[src/rtl/gpio_wb_arbiter.sv]
// rtl/gpio_wb_arbiter.sv - two-master round-robin Wishbone front end for the GPIO register block
//
// Purpose: arbitrates between m0 (CPU) and m1 (NoC) Wishbone classic slaves and
// sequences each granted access onto the single GPIO register port. Offsets 4-6
// are OUT set/clear/toggle aliases executed as an internal read-modify-write.
//
// Ports:
//   clk, rst                     clock, synchronous active-high reset
//   mN_cyc_i/stb_i/we_i          master N cycle, strobe, write enable
//   mN_adr_i [2:0]               master N word offset
//   mN_dat_i / mN_dat_o          master N write / read data
//   mN_ack_o                     master N single-cycle acknowledge
//   gpio_addr/we/wdata           registered GPIO register-port request
//   gpio_rdata                   GPIO read data, combinational from gpio_addr
module gpio_wb_arbiter #(
    parameter int DATA_W = 32
) (
    input  logic              clk,
    input  logic              rst,
    input  logic              m0_cyc_i,
    input  logic              m0_stb_i,
    input  logic              m0_we_i,
    input  logic [2:0]        m0_adr_i,
    input  logic [DATA_W-1:0] m0_dat_i,
    output logic [DATA_W-1:0] m0_dat_o,
    output logic              m0_ack_o,
    input  logic              m1_cyc_i,
    input  logic              m1_stb_i,
    input  logic              m1_we_i,
    input  logic [2:0]        m1_adr_i,
    input  logic [DATA_W-1:0] m1_dat_i,
    output logic [DATA_W-1:0] m1_dat_o,
    output logic              m1_ack_o,
    output logic [1:0]        gpio_addr,
    output logic              gpio_we,
    output logic [DATA_W-1:0] gpio_wdata,
    input  logic [DATA_W-1:0] gpio_rdata
);

    typedef enum logic [1:0] {IDLE, ACCESS, RMW_WR, ACK} state_t;

    state_t            state;
    logic              last_grant;   // 0 = m0, 1 = m1
    logic              gnt;
    logic [2:0]        adr_q;
    logic              we_q;
    logic [DATA_W-1:0] dat_q;
    logic [DATA_W-1:0] rd_q;

    logic              m0_req;
    logic              m1_req;
    logic              win;
    logic [2:0]        req_adr;
    logic              req_we;
    logic [DATA_W-1:0] req_dat;
    logic              reserved;
    logic [DATA_W-1:0] rd_cap;
    logic              rmw;
    logic [DATA_W-1:0] rmw_val;
    logic              enter_ack;
    logic [DATA_W-1:0] ack_val;

    always_comb begin
        m0_req  = m0_cyc_i & m0_stb_i;
        m1_req  = m1_cyc_i & m1_stb_i;
        // On a tie the master that did not win last time gets the grant.
        win     = (m0_req && m1_req) ? ~last_grant : m1_req;
        req_adr = win ? m1_adr_i : m0_adr_i;
        req_we  = win ? m1_we_i  : m0_we_i;
        req_dat = win ? m1_dat_i : m0_dat_i;

        // Offsets 3 and 7 are holes: reads see zero regardless of the GPIO port.
        reserved = (adr_q[1:0] == 2'b11);
        rd_cap   = reserved ? '0 : gpio_rdata;
        rmw      = we_q & adr_q[2] & ~reserved;
        case (adr_q[1:0])
            2'd0:    rmw_val = rd_cap | dat_q;
            2'd1:    rmw_val = rd_cap & ~dat_q;
            default: rmw_val = rd_cap ^ dat_q;
        endcase

        enter_ack = ((state == ACCESS) && !rmw) || (state == RMW_WR);
        ack_val   = (state == RMW_WR) ? rd_q : rd_cap;
    end

    always_ff @(posedge clk) begin
        if (rst) begin
            state      <= IDLE;
            last_grant <= 1'b1;
            gnt        <= 1'b0;
            adr_q      <= '0;
            we_q       <= 1'b0;
            dat_q      <= '0;
            rd_q       <= '0;
            gpio_addr  <= '0;
            gpio_we    <= 1'b0;
            gpio_wdata <= '0;
            m0_ack_o   <= 1'b0;
            m0_dat_o   <= '0;
            m1_ack_o   <= 1'b0;
            m1_dat_o   <= '0;
        end else begin
            case (state)
                IDLE: begin
                    if (m0_req || m1_req) begin
                        gnt        <= win;
                        last_grant <= win;
                        adr_q      <= req_adr;
                        we_q       <= req_we;
                        dat_q      <= req_dat;
                        // Alias offsets read OUT; only DIR/OUT accept direct writes.
                        gpio_addr  <= req_adr[2] ? 2'd1 : req_adr[1:0];
                        gpio_we    <= req_we & ~req_adr[2] & ~req_adr[1];
                        gpio_wdata <= req_dat;
                        state      <= ACCESS;
                    end
                end
                ACCESS: begin
                    if (rmw) begin
                        gpio_addr  <= 2'd1;
                        gpio_we    <= 1'b1;
                        gpio_wdata <= rmw_val;
                        rd_q       <= rmw_val;
                        state      <= RMW_WR;
                    end else begin
                        gpio_we    <= 1'b0;
                        rd_q       <= rd_cap;
                        state      <= ACK;
                    end
                end
                RMW_WR: begin
                    gpio_we <= 1'b0;
                    state   <= ACK;
                end
                ACK: begin
                    state <= IDLE;
                end
                default: state <= IDLE;
            endcase

            // Ack is registered on entry to ACK; a master that has dropped cyc_i
            // by then is treated as having aborted and receives nothing.
            m0_ack_o <= enter_ack & ~gnt & m0_cyc_i;
            m0_dat_o <= (enter_ack & ~gnt & m0_cyc_i) ? ack_val : '0;
            m1_ack_o <= enter_ack & gnt & m1_cyc_i;
            m1_dat_o <= (enter_ack & gnt & m1_cyc_i) ? ack_val : '0;
        end
    end

endmodule

[config.mk]
export PLATFORM = sky130hd
export DESIGN_NAME = gpio_wb_arbiter
export DESIGN_NICKNAME = d
export VERILOG_FILES = /design/src/rtl/gpio_wb_arbiter.sv
export SDC_FILE = /design/constraint.sdc
export NUM_CORES = 1
export LEC_CHECK = 0
export BUFFER_PORTS_ARGS = -buffer_cell sky130_fd_sc_hd__buf_2
export CAP_MARGIN = 20
export CORE_ASPECT_RATIO = 0.6
export CORE_MARGIN = 2
export CORE_UTILIZATION = 54
export DETAILED_ROUTE_END_ITERATION = 12
export PLACE_DENSITY = 0.8
export REMOVE_ABC_BUFFERS = 1
export SLEW_MARGIN = 40
export SYNTH_ARGS = -nofsm -noshare
export SYNTH_HDL_FRONTEND = slang
export SYNTH_SLANG_ARGS = --single-unit
export TNS_END_PERCENT = 30
[constraint.sdc]
create_clock -name clk -period 2.45 [get_ports clk]
set_input_delay 0 -clock clk [delete_from_list [all_inputs] [get_ports clk]]
set_output_delay 0 -clock clk [all_outputs]
set_load 0.02 [all_outputs]
* After elaboration in Yosys (flattened, before gate mapping)
Cells that the tools add are included.
** Operators by class
- Eq/ne operators :: 7
- Muxes and demuxes :: 21
- Bitwise logic cells :: 21
- Reductions and logical operators :: 14
** Operators by type and width (number)
- 2-to-1 mux 32 bit :: 6
- one-hot mux 32 bit (2 select lines) :: 2
- bitwise AND 32 bit :: 1
- inverter 32 bit :: 1
- OR 32 bit :: 1
- bitwise XOR 32 bit :: 1
- bitwise AND 1 bit :: 10
- 2-to-1 mux 2 bit :: 4
- one-hot mux 2 bit (4 select lines) :: 1
- inverter 1 bit :: 7
- == test 2 bit (second input constant) :: 3
- 2-to-1 mux 1 bit :: 5
- == test 2 x 1 -> 1 bit (second input constant) :: 2
- logical NOT 2 bit :: 2
- != test 2 bit (second input constant) :: 2
- one-hot mux 2 bit (2 select lines) :: 1
- AND reduction 2 bit :: 2
- OR reduction 2 bit :: 2
- 2-to-1 mux 3 bit :: 1
- one-hot mux 1 bit (3 select lines) :: 1
- AND reduction 3 bit :: 1
- nonzero test 3 bit :: 1
- logical AND 1 bit :: 2
- logical OR 1 bit :: 2
- 2 further kinds :: 2
** Word-level totals
- Register bits :: 173
- Input port bits :: 110
- Output and inout bits :: 101

* Logic depth before layout (Yosys ltp)
- Depth in word-level cells :: 10
- Depth in mapped cells :: 10
- Depth with buffers taken out :: 8

* Worst setup path after synthesis
No wires, ideal clock.
- Path type :: reg-to-reg
- Start :: register adr_q[1]
- End :: register gpio_wdata[21]
- Arrival time :: 1.732 ns
- Slack :: 0.601 ns
- Stages on the path, launching flop included :: 11
- Period minus slack after synthesis :: 1.849 ns
- Cells stage by stage :: dfxtp_1 -> nand2_1 -> buf_2 -> buf_2 -> nand2_1 -> inv_1 -> ha_1 -> and2_1 -> o31ai_1 -> nand2_1 -> a32o_1
** On the way
- Longest elaborated chain between the ends :: 6
- Elaborated cells on any way between the ends :: 14
** Ends and longest elaborated chain
- from (decl) :: line 45 : logic [2:0] adr_q;
- from (signal assigned) :: line 108 : adr_q <= req_adr;
- == test 2 bit :: line 73 : reserved = (adr_q[1:0] == 2'b11);
- 2-to-1 mux 32 bit :: line 74 : rd_cap = reserved ? '0 : gpio_rdata;
- bitwise XOR 32 bit (tied with other cells) :: line 79 : default: rmw_val = rd_cap ^ dat_q;
- one-hot mux 32 bit (2 select lines) :: line 76 : case (adr_q[1:0])
- 2-to-1 mux 32 bit :: line 119 : if (rmw) begin
- one-hot mux 32 bit (2 select lines) :: line 103 : case (state)
- to (signal assigned) :: line 114 : gpio_wdata <= req_dat;
- to (signal assigned) :: line 122 : gpio_wdata <= rmw_val;
- to (decl) :: line 36 : output logic [DATA_W-1:0] gpio_wdata,
Parallel ways exist; a longest one is shown, timed or not. The select of a mux whose other input is x is not followed.
A chain may end at the register's enable or synchronous reset.

* Worst setup path in the final report
- Start :: register state[0]
- End :: register dat_q[12]
** On the way
- Longest elaborated chain between the ends :: 2
** Ends and longest elaborated chain
- from (decl) :: line 42 : state_t state;
- from (signal assigned) :: line 88 : state <= IDLE;
- from (signal assigned) :: line 115 : state <= ACCESS;
- from (signal assigned) :: line 124 : state <= RMW_WR;
- logical NOT 2 bit :: line 103
- AND reduction 2 bit (no line)
- to (signal assigned) :: line 110 : dat_q <= req_dat;
- to (decl) :: line 47 : logic [DATA_W-1:0] dat_q;
No other way between the ends.

==> impl_metrics.ini <==
[status]
status = completed

[clock_network]
cts_htree_levels = 4
postCtsSetupRepairBufs = 0
cts_tree = yes
tritoncts.num_buffers = 17
cts_sinks = 173
clockRootBuffer = clkbuf_16
clockBufferDepth = 2
cts_resized = 0
clk_latency_ns = 0.44
clk_pin_slew_ns = 0.07

[critical_path]
critPathLaunchType = register
cp_data_required_time_ns = 2.83
path_delay_family = buffers and inverters
worstPathCellList = inv_1 -> ha_1 -> nand2_2 -> buf_12 -> a211oi_1 -> a211oi_1 -> dlygate4sd3_1
critPathCaptureType = register
arrival_ns = 2.69
crit_path_max_incr_delay_ns = 0.58
critical-path-slowest-cell = dlygate4sd3_1
critPathKind = reg2reg
crit_fanout = 26
cpMostUsedCell = a211oi_1
path_buf_inv = 3

[synthesis]
postSynthAreaPerCell_um2 = 8.767
yosysWarnings = 0
ys_ff_latch = 173
synth_cell_types = 39
syn_inst = 1018
ys.flop_type = dfxtp_1
ys_async_sr_fraction_pct = 0
synth-seq-area-share_pct = 38.81
netlist_area_um2 = 8925
synth-edff-count = 0

[timing]
slew_headroom_pct = 45.14
fin_skew_ns = 0.01363
timing.setup.tns_ns = 0
rsz0062_at_grt = false
final-setup-viol-count = 0
final.period_utilization_pct = 94.32
hold_viol_final = 0
clock.fmax_ghz = 0.4327
period_needed_ns = 2.311
setup_slack_ns = 0.1392
tightest_slew_ns = 0.8230
slew_violations = 0

[finish]
nets = 1417
finish.utilization_pct = 69.99
multi_input_area_um2 = 4872
regArea_um2 = 3468
num_antenna_cells = 0
final_cell_area_um2 = 11350
area_delta_synth_final_pct = 27.17
n_fill_cell = 1259
drive_gt1_share_pct = 23.14

[placed_design]
pre_cts_ws_ns = 0.2808
portBuffers = 210
placed_cell_area_um2 = 10250
dp_hpwl_mm = 18.24
gp_congestion = 0.8552

[detailed_routing]
via_count = 8791
wl_mm = 27.85
initialDrtViolationCount = 929
remaining_drc_errors = 0
dr.pass1.iters = 9
final_antenna_net_count = 0
viasPerCell = 6.013
drt-wirelength-per-cell_um = 19.05

[floorplanning]
die_w_um = 170.0
dieArea_um2 = 17610
initial_utilization_pct = 55.04
chipHeight_um = 103.6
core.rowCount = 36
ios = 211
core_area_um2 = 16220

[global_route]
first_global_vias = 8456
gr-total-overflow = 0
grt_use_total_pct = 31.48
grt_pass1_wl_mm = 43.83
grt_max_degree = 79
antenna_found_initial = 0

[pwr]
max-vdd-ir-drop_uv = 615.6
p_leak_nw = 5.410
finalPower_mw = 11.91
powerDensity_nw_per_um2 = 1049

[hold_path]
hp-class = in2reg

[run]
drv_cap = 0
-- power by group --
group	total [mW]	switching (mW)	internal, mW
Clock	2.72	1.24	1.48
Combinational	5.27	3.30	1.97
Sequential	3.92	0.372	3.55
-- per-stage QoR --
| stage | hold slack, ns | instances |
|---|---|---|
| after global placement | 0.2928 | 1377 |
| after CTS | 0.02052 | 1462 |
| after floorplan | 0.07214 | 930 |
| after global routing | 0.05751 | 1462 |
| final | 0.02035 | 1462 |
| after detailed placement | 0.2871 | 1379 |
-- synth_stat cells (14+ instances only) --
library cell / number / area share [%]
nand2_1: 104 / 4.4
o311a_1: 19 / 2.1
a211oi_1: 66 / 5.6
a211o_1: 32 / 3.1
buf_2: 38 / 2.1
nor2b_1: 39 / 2.7
ha_1: 67 / 9.4
dfxtp_1: 173 / 39
o32ai_1: 19 / 1.9
clkbuf_1: 44 / 1.9
o311ai_0: 19 / 1.9
and2_1: 14 / 0.98
and3_1: 35 / 2.5
nor2_1: 105 / 4.4
mux2i_1: 23 / 2.6
inv_1: 69 / 2.9
a32o_1: 33 / 3.7
o21ai_0: 16 / 0.90
-- cell usage in the layout, fill, tap and decap left out, types with 13 or more instances in the layout --
master	count
and3_1	34
a211o_1	32
ha_1	65
buf_2	210
o21ai_0	16
nor2b_1	39
a211oi_1	66
inv_1	69
o311ai_0	19
o32ai_1	19
nand2_1	102
clkbuf_16	17
a31oi_1	13
o311a_1	19
a32o_1	33
o21a_1	13
o31ai_1	13
o211a_1	13
buf_4	22
dfxtp_1	171
mux2i_1	23
nand2b_1	13
dlygate4sd3_1	51
and2_1	14
nor2_1	105
-- cell type report --
cell class | instances | area share, %
clock buffer | 19 | 3.991
clock inverter | 13 | 1.158
inverter | 73 | 2.414
multi-input combinational | 684 | 42.93
sequential | 173 | 30.56
tap | 209 | 2.304
timing repair buffer | 291 | 16.65
-- tightest hold or removal path, stage by stage --
cell     delay (ns)
buf_2          0.08
nand2_1        0.06
inv_1          0.10
mux2i_1        0.09
nor2_1         0.09
-- worst paths after layout --
kind,cells past startpoint,start,slack [ns],to
max,7,state[0],0.14,dat_q[12]
min,5,gpio_rdata[25],0.02,m0_dat_o[25]
max reg2reg,7,state[0],0.14,dat_q[12]
min reg2reg,1,gpio_wdata[8],0.46,gpio_wdata[8]
-- registers in the layout (all words and copies together) (netlist names) --
| register | cells |
|---|---|
| gnt | 1 |
| state | 2 |
| m1_dat_o | 32 |
| we_q | 1 |
| gpio_we | 1 |
| dat_q | 32 |
| m1_ack_o | 1 |
| gpio_addr | 2 |
| gpio_wdata | 32 |
| last_grant | 1 |
| adr_q | 3 |
| m0_dat_o | 32 |
| m0_ack_o | 1 |
| rd_q | 32 |
-- layer usage --
metal / vias up / GRT usage (%) / wire length [µm]
met2: 511 / 47.41 / 11970
met4: 0 / 10.32 / 546
li1: 4089 / - / -
met1: 4139 / 44.92 / 12400
met5: - / 0 / 0
met3: 52 / 6.725 / 2927
-- cells by family after synthesis --
family | Yosys count | share of synthesized area (%)
mux | 23 | 2.580
fa+ha+maj | 67 | 9.393
compound gates | 274 | 25.36
flops | 173 | 38.81
simple gates | 320 | 16.56
buf+inv | 161 | 7.304
-- what timing repair did --
| action | 4_1_cts | 5_1_grt |
|---|---|---|
| hold endpoints to repair | 78 | 0 |
| setup endpoints to repair | 0 | 0 |
| hold buffers | 51 | 0 |
No activity file was read; power rests on OpenSTA's default activity.
